`config.mk`:
```
export PLATFORM = sky130hd
export DESIGN_NAME = dcache_fill
export DESIGN_NICKNAME = d
export VERILOG_FILES = /design/src/rtl/dcache_fill_pkg.sv /design/src/rtl/dcache_fill_qspi_nib_shift.sv /design/src/rtl/dcache_fill.sv
export SDC_FILE = /design/constraint.sdc
export NUM_CORES = 1
export LEC_CHECK = 0
export CORE_MARGIN = 3
export CORE_UTILIZATION = 46
export DETAILED_ROUTE_END_ITERATION = 12
export PLACE_DENSITY = 0.74
export SYNTH_ARGS = -nofsm -noshare
export SYNTH_HDL_FRONTEND = slang
export SYNTH_SLANG_ARGS = --single-unit
export TNS_END_PERCENT = 100
```
`constraint.sdc`:
```
create_clock -name clk -period 1.5 [get_ports clk]
set_input_delay 0.3 -clock clk [delete_from_list [all_inputs] [get_ports clk]]
set_output_delay 0.3 -clock clk [all_outputs]
set_load 0.03 [all_outputs]
```
`src/rtl/dcache_fill_pkg.sv`:
```
// rtl/dcache_fill_pkg.sv - shared types and constants for the dcache line fill/writeback engine
// Contents: FSM state enum, serial bus command opcodes, bus address width,
//           header geometry and a small max helper for counter sizing.
package dcache_fill_pkg;

    typedef enum logic [3:0] {
        IDLE     = 4'd0,
        WB_CMD   = 4'd1,
        WB_ADDR  = 4'd2,
        WB_DATA  = 4'd3,
        WB_GAP   = 4'd4,
        RD_CMD   = 4'd5,
        RD_ADDR  = 4'd6,
        RD_DUMMY = 4'd7,
        RD_DATA  = 4'd8,
        DONE     = 4'd9
    } fill_state_t;

    localparam logic [7:0] CMD_QWRITE = 8'h38;
    localparam logic [7:0] CMD_QREAD  = 8'hEB;
    localparam int         BUS_AW     = 24;

    // Header = {cmd, addr}, sent MSB nibble first.
    localparam int HDR_W     = 8 + BUS_AW;
    localparam int CMD_NIBS  = 2;
    localparam int ADDR_NIBS = BUS_AW / 4;

    function automatic int max_of4(input int a, input int b, input int c, input int d);
        int m;
        m = a;
        if (b > m) m = b;
        if (c > m) m = c;
        if (d > m) m = d;
        return m;
    endfunction

endpackage

```
`src/rtl/dcache_fill_qspi_nib_shift.sv`:
```
// rtl/dcache_fill_qspi_nib_shift.sv - nibble-serialising shift register for bus command+address headers
// Ports: clk, reset (sync, active-high); load/load_data capture a full {cmd,addr}
//        header; shift moves it up one nibble; nib is the current top nibble.
module qspi_nib_shift
    import dcache_fill_pkg::*;
(
    input  logic             clk,
    input  logic             reset,
    input  logic             load,
    input  logic [HDR_W-1:0] load_data,
    input  logic             shift,
    output logic [3:0]       nib
);

    logic [HDR_W-1:0] sreg;

    // load wins over shift: the read header is loaded on the last gap cycle,
    // when no header is being emitted.
    always_ff @(posedge clk) begin
        if (reset) begin
            sreg <= '0;
        end else if (load) begin
            sreg <= load_data;
        end else if (shift) begin
            sreg <= {sreg[HDR_W-5:0], 4'h0};
        end
    end

    assign nib = sreg[HDR_W-1 -: 4];

endmodule

```
`src/rtl/dcache_fill.sv`:
```
// rtl/dcache_fill.sv - dcache miss engine: optional victim writeback, then line fill over a nibble-wide serial bus
// Ports: clk, reset (sync, active-high); start/paddr/fault request a miss;
//        push/pull/tag/dwrite come from dcache; rstrobe_d/wstrobe_d/dread go to dcache;
//        busy/done report progress; mem_cs_n/mem_oe/mem_out/mem_in form the serial bus.
module dcache_fill
    import dcache_fill_pkg::*;
#(
    parameter int LINE_LENGTH = 4,
    parameter int NLINES      = 4,
    parameter int PA          = 22,
    parameter int DUMMY       = 4,
    parameter int CS_GAP      = 1
) (
    input  logic                               clk,
    input  logic                               reset,
    input  logic                               start,
    input  logic [PA-1:0]                      paddr,
    input  logic                               fault,
    input  logic                               push,
    input  logic                               pull,
    input  logic [PA-$clog2(LINE_LENGTH)-1:0]  tag,
    input  logic [3:0]                         dwrite,
    output logic                               rstrobe_d,
    output logic                               wstrobe_d,
    output logic [3:0]                         dread,
    output logic                               busy,
    output logic                               done,
    output logic                               mem_cs_n,
    output logic                               mem_oe,
    output logic [3:0]                         mem_out,
    input  logic [3:0]                         mem_in
);

    localparam int OFF_W   = $clog2(LINE_LENGTH);
    localparam int LINE_W  = PA - OFF_W;
    localparam int NIB     = 2 * LINE_LENGTH;
    localparam int CNT_MAX = max_of4(NIB, DUMMY, CS_GAP, ADDR_NIBS);
    localparam int CW      = $clog2(CNT_MAX + 1);

    // Counter reload values: each state lasts (value + 1) cycles.
    localparam logic [CW-1:0] CNT_CMD   = CW'(CMD_NIBS - 1);
    localparam logic [CW-1:0] CNT_ADDR  = CW'(ADDR_NIBS - 1);
    localparam logic [CW-1:0] CNT_DATA  = CW'(NIB - 1);
    localparam logic [CW-1:0] CNT_GAP   = CW'(CS_GAP - 1);
    localparam logic [CW-1:0] CNT_DUMMY = CW'(DUMMY - 1);

    if (LINE_LENGTH < 2 || (1 << OFF_W) != LINE_LENGTH) begin : g_bad_line_length
        $error("LINE_LENGTH must be a power of two >= 2");
    end
    if (NLINES < 1 || (1 << $clog2(NLINES)) != NLINES) begin : g_bad_nlines
        $error("NLINES must be a power of two");
    end
    if (PA > BUS_AW || PA <= OFF_W) begin : g_bad_pa
        $error("PA must fit the 24-bit bus address");
    end
    if (DUMMY < 1 || CS_GAP < 1) begin : g_bad_timing
        $error("DUMMY and CS_GAP must be >= 1");
    end

    fill_state_t       state, next_state;
    logic [CW-1:0]     cnt, next_cnt;
    logic [LINE_W-1:0] rd_line;
    logic [LINE_W-1:0] rd_line_src;
    logic              accept;
    logic              last;
    logic              hdr_load;
    logic              hdr_shift;
    logic [HDR_W-1:0]  hdr_data;
    logic [3:0]        hdr_nib;
    logic [BUS_AW-1:0] wb_bus_addr;
    logic [BUS_AW-1:0] rd_bus_addr;

    // The byte offset of the miss address is irrelevant: whole lines move.
    logic unused_paddr_offset;
    assign unused_paddr_offset = ^paddr[OFF_W-1:0];

    assign accept = start && pull && !fault;
    assign last   = (cnt == '0);

    // At accept the line address comes straight from paddr; afterwards from
    // the copy latched then, so the read header reload after writeback does
    // not depend on upstream still holding paddr.
    assign rd_line_src = (state == IDLE) ? paddr[PA-1:OFF_W] : rd_line;
    assign wb_bus_addr = BUS_AW'({tag, {OFF_W{1'b0}}});
    assign rd_bus_addr = BUS_AW'({rd_line_src, {OFF_W{1'b0}}});

    always_ff @(posedge clk) begin
        if (reset) begin
            state   <= IDLE;
            cnt     <= '0;
            rd_line <= '0;
        end else begin
            state <= next_state;
            cnt   <= next_cnt;
            if (state == IDLE && accept) begin
                rd_line <= paddr[PA-1:OFF_W];
            end
        end
    end

    always_comb begin
        next_state = state;
        next_cnt   = cnt - CW'(1);
        hdr_load   = 1'b0;
        hdr_shift  = 1'b0;
        hdr_data   = {CMD_QREAD, rd_bus_addr};
        rstrobe_d  = 1'b0;
        wstrobe_d  = 1'b0;
        dread      = 4'h0;
        done       = 1'b0;
        mem_cs_n   = 1'b1;
        mem_oe     = 1'b0;
        mem_out    = 4'h0;

        case (state)
            IDLE: begin
                next_cnt = cnt;
                if (accept) begin
                    hdr_load   = 1'b1;
                    hdr_data   = push ? {CMD_QWRITE, wb_bus_addr} : {CMD_QREAD, rd_bus_addr};
                    next_state = push ? WB_CMD : RD_CMD;
                    next_cnt   = CNT_CMD;
                end
            end
            WB_CMD, RD_CMD: begin
                mem_cs_n  = 1'b0;
                mem_oe    = 1'b1;
                mem_out   = hdr_nib;
                hdr_shift = 1'b1;
                if (last) begin
                    next_state = (state == WB_CMD) ? WB_ADDR : RD_ADDR;
                    next_cnt   = CNT_ADDR;
                end
            end
            WB_ADDR: begin
                mem_cs_n  = 1'b0;
                mem_oe    = 1'b1;
                mem_out   = hdr_nib;
                hdr_shift = 1'b1;
                if (last) begin
                    next_state = WB_DATA;
                    next_cnt   = CNT_DATA;
                end
            end
            WB_DATA: begin
                // dcache presents the nibble at its current offset; forwarding it
                // in the same cycle keeps the strobe unbroken across the line.
                mem_cs_n  = 1'b0;
                mem_oe    = 1'b1;
                mem_out   = dwrite;
                rstrobe_d = 1'b1;
                if (last) begin
                    next_state = WB_GAP;
                    next_cnt   = CNT_GAP;
                end
            end
            WB_GAP: begin
                if (last) begin
                    hdr_load   = 1'b1;
                    next_state = RD_CMD;
                    next_cnt   = CNT_CMD;
                end
            end
            RD_ADDR: begin
                mem_cs_n  = 1'b0;
                mem_oe    = 1'b1;
                mem_out   = hdr_nib;
                hdr_shift = 1'b1;
                if (last) begin
                    next_state = RD_DUMMY;
                    next_cnt   = CNT_DUMMY;
                end
            end
            RD_DUMMY: begin
                mem_cs_n = 1'b0;
                if (last) begin
                    next_state = RD_DATA;
                    next_cnt   = CNT_DATA;
                end
            end
            RD_DATA: begin
                mem_cs_n  = 1'b0;
                wstrobe_d = 1'b1;
                dread     = mem_in;
                if (last) begin
                    next_state = DONE;
                    next_cnt   = '0;
                end
            end
            DONE: begin
                done       = 1'b1;
                next_state = IDLE;
                next_cnt   = '0;
            end
            default: begin
                next_state = IDLE;
                next_cnt   = '0;
            end
        endcase
    end

    assign busy = (state != IDLE);

    qspi_nib_shift u_hdr (
        .clk       (clk),
        .reset     (reset),
        .load      (hdr_load),
        .load_data (hdr_data),
        .shift     (hdr_shift),
        .nib       (hdr_nib)
    );

endmodule

```
==> results.md <==
- EDFF count, synth: 0
- Synth Instances: 389
- Startpoint types: flip-flop
- Vias in the first global route: 4045
- R2r startpoint: state[3]
- Syn_nets: 447
- Drt initial violations: 589
- Unrepaired setup endpoints after global routing: true
- Final ANT Viol Nets: 0
- Initial DRT Pass Iterations: 7
- Via density: 7.22
- Final Skew: 0.0144 ns
- Layout Area Growth over Synthesis: 90.8%
- Drt wl/cell: 29.6 µm
- Commonest cells post-synth: 58 x dfxtp_1, 57 x nand2_1, 29 x a21oi_1
- Power density over the cells: 2100 nW/µm²
- Core box area: 6490 µm²
- Total CTS buffers: 9
- Met1 Track Usage GR: 0.411
- Maximum buffer depth of the clock tree: 2
- Vias: 4564
- Post-route minimum period: 2.02 ns
- CP arrival: 1.72 ns
- Crit-path leading delay family: buffers and inverters
- Mean Syn Cell Area: 8.12 µm²
- Initial Util: 0.486
- Reg clk slew, reported paths: 0.08 ns
- Slowest stage delay, CP: 0.36 ns
- Gr busiest metal: met2
- Worst min-delay path category: reg2reg
- Pins over their slew limit: 0
- Post-synth cell types: 58
- H-tree levels: 3
- # hold bufs at CTS: 0
- Layout cells sized above 1: 0.514
- Hold Crit Start: rd_line[9]
- Synth area leader: dfxtp_1
- IR Drop Worst-Case VDD: 1.14 mV
- Slew of the pin with the lowest slew margin: 0.409 ns
- Worst R2R Setup Slack: -0.51 ns
- Fin cells: 632
- Final setup margin: -0.520 ns
- Main synth FF type: dfxtp_1
- Pleak: 0.00231 µW
- Post-Place Setup Slack: -0.647 ns
- CP most frequent cell: buf_6
- Post-synth top area share: 0.368
- Total grt overflow: 0
- Drc violations: 0
- CP max stage cell: dfxtp_2
- Port bufs: 67
- Setup-failing EPs final: 72
- Die width: 88.9 µm
- Mapped cell area: 3160 µm²
- CP Data Required Time: 1.20 ns
- Count leader, synth: dfxtp_1
- Synth warn: 0
- Final worst-path cycle share: 1.35
- CTS sink cnt: 58
- Clk root buf: clkbuf_8
- Outcome: finished, violations left
- Grt met2 use: 0.588
- WS Path Type: reg2out
- GRT Util Overall: 0.346
- WL final: 18.7 mm
- Hold slack: 0.470 ns
- Rows: 29
- # nets final: 608
- Final hold violations: 0
- Max-Cap Viols: 0
- Met3 usage: 0.0652
- Worst-Skew Late Latency: 0.37 ns
- IO Count: 70
- Initial antenna violation count: 0
- Global-route wire length before repair: 20.8 mm
- Ant diodes: 0
- Failing checks: setup timing
- Routability Congestion: 0.861
- Worst Setup SP: state[3]
- Max_slew headroom: 0.725
- Synth top area cells: dfxtp_1 37%, nand2_1 6.8%, a21oi_1 4.6%, a211oi_1 4.0%, nor3_1 4.0%
- Die ar.: 7900 µm²
- Largest net degree at the start of global routing: 24
- CP Max Fanout: 4
- HPWL Detailed: 7.07 mm
- Seq/Total Area, Yosys: 0.368
- Dpl cells: 572
- Die Ht: 88.9 µm
- Critical path, cell by cell: buf_6 -> buf_6 -> nor4_4 -> inv_2 -> buf_12 -> buf_8
- Buffers & Inverters on Critical Path: 5
- Async set or reset register ratio after synthesis: 0
- #FFs+latches synth: 58
- CP endpoint kind: output port
- CTS tree: yes
- Max Clk Rate: 0.495 GHz
## layer usage
layer  share of wire  up-vias  routed length [µm]
met4            0.10        0                1910
met1            0.34     2094                6290
met5               0        -                   0
met2            0.45      493                8350
met3            0.12      205                2200
li1                -     1772                   -
## power breakdown
group / internal (µW) / total [µW] / switching [µW]
clock: 644 / 1430 / 783
sequential: 1950 / 2390 / 436
combinational: 4130 / 8830 / 4700
## placed cells by master, fill, tap and decap left out, types with 10 or more instances in the layout
| cell type | count |
|---|---|
| a211oi_2 | 11 |
| a21oi_1 | 16 |
| a21oi_2 | 12 |
| buf_4 | 64 |
| buf_6 | 51 |
| clkbuf_8 | 10 |
| clkdlybuf4s50_1 | 52 |
| dfxtp_1 | 52 |
| nand2_1 | 42 |
| nand2_4 | 12 |
| nor3_1 | 20 |
| o21ai_0 | 15 |
## cell families (layout without fill, tap and decap cells)
logic type | after synthesis | after routing | share of synthesized area
buf+inv | 44 | 207 | 0.0661
fa+ha+maj | 2 | 2 | 0.00792
simple gates | 141 | 144 | 0.228
flops | 58 | 58 | 0.368
mux | 11 | 11 | 0.0376
compound gates | 130 | 130 | 0.284
xor+xnor | 3 | 3 | 0.00832
## worst reg2reg max path: cells and delay by family, from the launching register on
| kind | cells | cell delay [ns] |
|---|---|---|
| buffers and inverters | 2 | 0.38 |
| AO/OA/AOI/OAI | 3 | 0.61 |
| AND/OR/NAND/NOR | 1 | 0.57 |
| flip-flops | 1 | 0.36 |
## sequential cells by signal, indices dropped and copies added (netlist names)
register,flops
u_hdr.sreg,30
cnt,4
state,4
rd_line,20
## area by class of cell
type / instances / area (µm²)
Sequential cell: 58 / 1170
Clock buffer: 10 / 138
Inverter: 9 / 33.8
Timing Repair Buffer: 182 / 1850
Tap cell: 77 / 96.3
Multi-Input combinational cell: 290 / 2690
Clock inverter: 6 / 42.5
Fill cell: 194 / 468
## timing repair
item	4_1_cts	5_1_grt
setup endpoints to repair	70	72
gates resized for setup	140	80
pin swaps	54	28
endpoints found under the hold margin	0	0
cloned	6	1
setup buffers	26	20
## path summary, 6_finish.rpt
| check | to | cells after the start |
|---|---|---|
| worst min register to register | rd_line[9] | 2 |
| worst min-delay path | rd_line[9] | 2 |
| worst max register to register | u_hdr.sreg[17] | 6 |
| worst max-delay path | busy | 6 |
## per-stage QoR
step | cell area, µm² | total power (µW) | TNS, ns | util
after floorplan | 3350 | 5210 | -2.73 | -
final | 6030 | 12600 | -25.52 | 0.928
after detailed placement | 4470 | 7030 | -23.88 | 0.688
after global placement | 4470 | 6920 | -21.18 | 0.688
after global routing | 6030 | 12900 | -27.44 | 0.928
after CTS | 5500 | 9960 | -13.11 | 0.847
Note: power is estimated with default switching activity, not from simulation.
